[src/rtl/regfile.sv]
// -----------------------------------------------------------------------------
// regfile
//
// Integer register file for the decode/execute stage. Holds 2**REG_BUS_WIDTH
// general-purpose registers of DATA_WIDTH bits. Two combinational read ports
// and one synchronous write port. Register x0 is hardwired to zero.
//
// Parameters
//   DATA_WIDTH     register width in bits (default 32)
//   REG_BUS_WIDTH  address width; register count is 2**REG_BUS_WIDTH
//
// Ports
//   clk           clock; writes commit on its rising edge
//   rst_n         asynchronous active-low reset; clears every register
//   rs1, rs2      read addresses
//   rs1_data      contents of register rs1 (0 when rs1 == 0)
//   rs2_data      contents of register rs2 (0 when rs2 == 0)
//   write_enable  commit rd_data to rd at the next rising clk
//   rd            write address
//   rd_data       write data
// -----------------------------------------------------------------------------
module regfile #(
  parameter int DATA_WIDTH    = 32,
  parameter int REG_BUS_WIDTH = $clog2(DATA_WIDTH)
) (
  input  logic                     clk,
  input  logic                     rst_n,
  input  logic [REG_BUS_WIDTH-1:0] rs1,
  input  logic [REG_BUS_WIDTH-1:0] rs2,
  output logic [DATA_WIDTH-1:0]    rs1_data,
  output logic [DATA_WIDTH-1:0]    rs2_data,
  input  logic                     write_enable,
  input  logic [REG_BUS_WIDTH-1:0] rd,
  input  logic [DATA_WIDTH-1:0]    rd_data
);

  localparam int NUM_REGS = 2 ** REG_BUS_WIDTH;

  logic [DATA_WIDTH-1:0] regs [NUM_REGS];

  // Writes to x0 are dropped here so regs[0] stays at its reset value; the
  // read muxes additionally force x0 to zero so no path can ever expose it.
  logic do_write;
  assign do_write = write_enable && (rd != '0);

  always_ff @(posedge clk or negedge rst_n) begin
    if (!rst_n) begin
      for (int i = 0; i < NUM_REGS; i++) begin
        regs[i] <= '0;
      end
    end else if (do_write) begin
      regs[rd] <= rd_data;
    end
  end

  // Read ports are pure combinational lookups with no write-to-read bypass:
  // a value being written becomes visible only after the committing edge.
  always_comb begin
    rs1_data = '0;
    if (rs1 != '0) begin
      rs1_data = regs[rs1];
    end
  end

  always_comb begin
    rs2_data = '0;
    if (rs2 != '0) begin
      rs2_data = regs[rs2];
    end
  end

endmodule

[config.mk]
export PLATFORM = sky130hd
export DESIGN_NAME = regfile
export DESIGN_NICKNAME = d
export VERILOG_FILES = /design/src/rtl/regfile.sv
export SDC_FILE = /design/constraint.sdc
export NUM_CORES = 2
export LEC_CHECK = 0
export ABC_AREA = 0
export CORE_UTILIZATION = 57
export DETAILED_ROUTE_END_ITERATION = 6
export PLACE_DENSITY = 0.81
export SLEW_MARGIN = 20
export SYNTH_ARGS = -nofsm -noshare
export SYNTH_HDL_FRONTEND = slang
export SYNTH_SLANG_ARGS = --single-unit
[constraint.sdc]
create_clock -name clk -period 1.7 [get_ports clk]
set_clock_uncertainty 0.05 [all_clocks]
set_input_delay 0.17 -clock clk [delete_from_list [all_inputs] [get_ports clk]]
set_output_delay 0.17 -clock clk [all_outputs]
set_load 0.05 [all_outputs]
==> flow_metrics.py <==
metrics = {
    "synthesis": {
        "synthFlopType": "dfrtp_1",
        "netlist_area_mm2": 0.0544,
        "yosys-top-cells-count": "mux2_2 (1046), dfrtp_1 (1024), mux4_2 (448)",
        "synth_most_common_cell": "mux2_2",
        "synth-edff-count": 0,
        "synthTopCellsByArea": "dfrtp_1 (47%), mux2_2 (22%), mux4_2 (19%)",
        "yosysUniqueCellTypes": 34,
        "synthCells": 3621,
        "synth_nets": 3671,
        "async_reset_ff_frac": 1.00,
        "ys_seq_elements": 1024,
        "yosysWarnings": 0,
        "yosysTopAreaCell": "dfrtp_1",
        "synth_top_area_share": 0.471,
        "synth_area_per_cell_um2": 15.0,
        "ys_seq_area_frac": 0.471,
    },
    "critical_path": {
        "critPathArrivalTime_ps": 2500,
        "critPathLaunchType": "register",
        "cp.required_ps": 1480,
        "end_kind": "output port",
        "critical_path_class": "register to output port",
        "crit_fanout": 3,
    },
    "sta": {
        "hold_viol_final": 0,
        "worst_slew_pin_slew_ps": 700,
        "rsz0062_at_grt": "true",
        "finalMaxSlewViolations": 0,
        "fin_ws_ps": -1020,
        "setup_viol": 64,
        "max-slew-margin-rel": 0.532,
        "timing.fmax_mhz": 367,
        "min_period_ps": 2720,
        "min_period_over_period": 1.60,
    },
    "run_status": {
        "outcome": "finished, violations left",
        "violations": "setup timing",
    },
    "cts": {
        "cts_num_sinks": 1024,
        "htree_num_levels": 3,
        "cts_buffers": 108,
        "cts_tree": "yes",
        "insertion_delay_ps": 690,
        "clock_path_buffers": 3,
        "cts_root_buf": "clkbuf_16",
        "clk_pin_slew_ps": 60,
    },
    "route": {
        "routed_wl_um": 190000,
        "drt.antenna.violating_nets": 0,
        "drcViolationCount": 0,
        "wl_per_cell_um": 34.8,
        "drt_iter0_markers": 4886,
        "first_pass_iters": 6,
        "vias": 39700,
        "viasPerCell": 7.27,
    },
    "floorplanning": {
        "die_x_um": 311,
        "design.core.area_mm2": 0.0939,
        "start_util": 0.579,
        "die_h_um": 311,
        "die_area_mm2": 0.0966,
        "placementRows": 112,
        "io_pins": 114,
    },
    "grt": {
        "grt_pass1_vias": 41800,
        "grt_max_degree": 71,
        "antenna_found_initial": 3,
        "overflow": 0,
        "grtUsageTotal": 0.388,
        "grt_first_pass_wirelength_um": 277000,
    },
    "finish": {
        "layout.cells.non_filler": 5456,
        "top_register": "regs",
        "area_growth_pct": 29.4,
        "reg_top3": "regs x1024",
        "largest_reg_flops": 1024,
        "fillers": 5095,
        "final_nets": 4158,
        "drive_above_1_share": 0.665,
    },
    "power": {
        "p_leak_uw": 0.0304,
        "ir_drop_mv": 0.907,
        "p_per_area_mw_per_mm2": 1110,
    },
    "placement": {
        "gp_congestion": 0.911,
        "io_buffers": 113,
        "dpl_worst_slack_ps": -773,
        "placed_cells": 5224,
        "post-dp-hpwl_um": 121000,
    },
    "run": {
        "maxCapViolations": 0,
    },
    "min_path": {
        "hp-class": "input port to async pin",
    },
}
-- final timing paths --
path / startpoint / end / slack (ps) / cells past startpoint
min in group clk: regs[1014] / regs[1014] / 340 / 0
setup reg to reg: regs[674] / regs[674] / 570 / 3
max in group asynchronous: rst_n / regs[963] / 950 / 4
hold reg to reg: regs[1014] / regs[1014] / 340 / 0
setup / recovery: regs[808] / rs2_data[8] / -1020 / 5
hold / removal: rst_n / regs[408] / 150 / 3
-- worst max-delay path, stage by stage (launching register included) --
cell and delay (ps):
dfrtp_1 440, mux4_2 540, mux2_2 320, o21ai_4 170, a311oi_4 100, buf_12 220
-- routing by layer --
layer,wire [um],share of wire,global-route usage,vias up
met4,14300,0.075,0.248,0
met1,67800,0.36,0.504,20700
met5,0,0,0,-
met2,86000,0.45,0.580,2964
met3,21900,0.12,0.105,896
li1,-,-,-,15100
-- stage by stage --
stage / hold slack [ps] / total power [uW] / instance area [um2] / TNS, ps / util
after floorplan: -176 / 44200 / 56300 / -13580 / -
after global placement: 75.3 / 50300 / 64900 / -525450 / 0.691
after detailed placement: 74.1 / 51400 / 64900 / -542070 / 0.691
after CTS: 152 / 77200 / 69800 / -55050 / 0.743
after global routing: 166 / 80600 / 70300 / -57710 / 0.749
final: 151 / 78400 / 70300 / -55410 / 0.749
-- power by group --
part | internal [uW] | switching, uW
clock | 14900 | 10300
sequential | 29000 | 3820
combinational | 11800 | 8680
total | 55600 | 22700
-- final cells by class --
cell class | count | area (um2) | share of cell area
multi-input cells | 2163 | 29900 | 0.424
flip-flops and latches | 1024 | 25600 | 0.364
repair buffers | 809 | 9490 | 0.135
clock buffers | 156 | 3190 | 0.0454
well taps | 1254 | 1570 | 0.0223
clock inverters | 46 | 584 | 0.00831
inverters | 2 | 12.5 | 0.000178
diodes | 2 | 5.00 | 0.0000711
-- logic make-up after synthesis --
logic type             Yosys count  synth area share
AOI/OAI and AO/OA              366            0.0484
muxes                         1632             0.428
DFF                           1024             0.471
buffers and inverters          434            0.0361
and+or+nand+nor                165            0.0161
-- placed cells by master, fill, tap and decap left out, types with 25 or more instances in the layout --
cell                n
a221oi_2           43
nor2b_4            36
nand2_1            38
clkbuf_16         109
a22oi_1            48
buf_12            260
nor2b_1            30
o21ai_1            39
clkdlybuf4s50_1    38
o21ai_2            25
a311oi_4           64
dfrtp_1          1023
a211oi_2           52
buf_4             493
mux2_4             41
clkbuf_8           29
mux4_2            448
mux2_2           1005
o21ai_4            45
mux2i_1           128
-- what timing repair did --
action | 4_1_cts | 5_1_grt
pin swaps | 90 | 49
setup buffers | 19 | 15
endpoints found under the setup margin | 64 | 81
hold endpoints to repair | 1024 | 0
hold buffers | 2 | 0
resized for setup | 214 | 96
No activity file was read; power rests on OpenSTA's default activity.
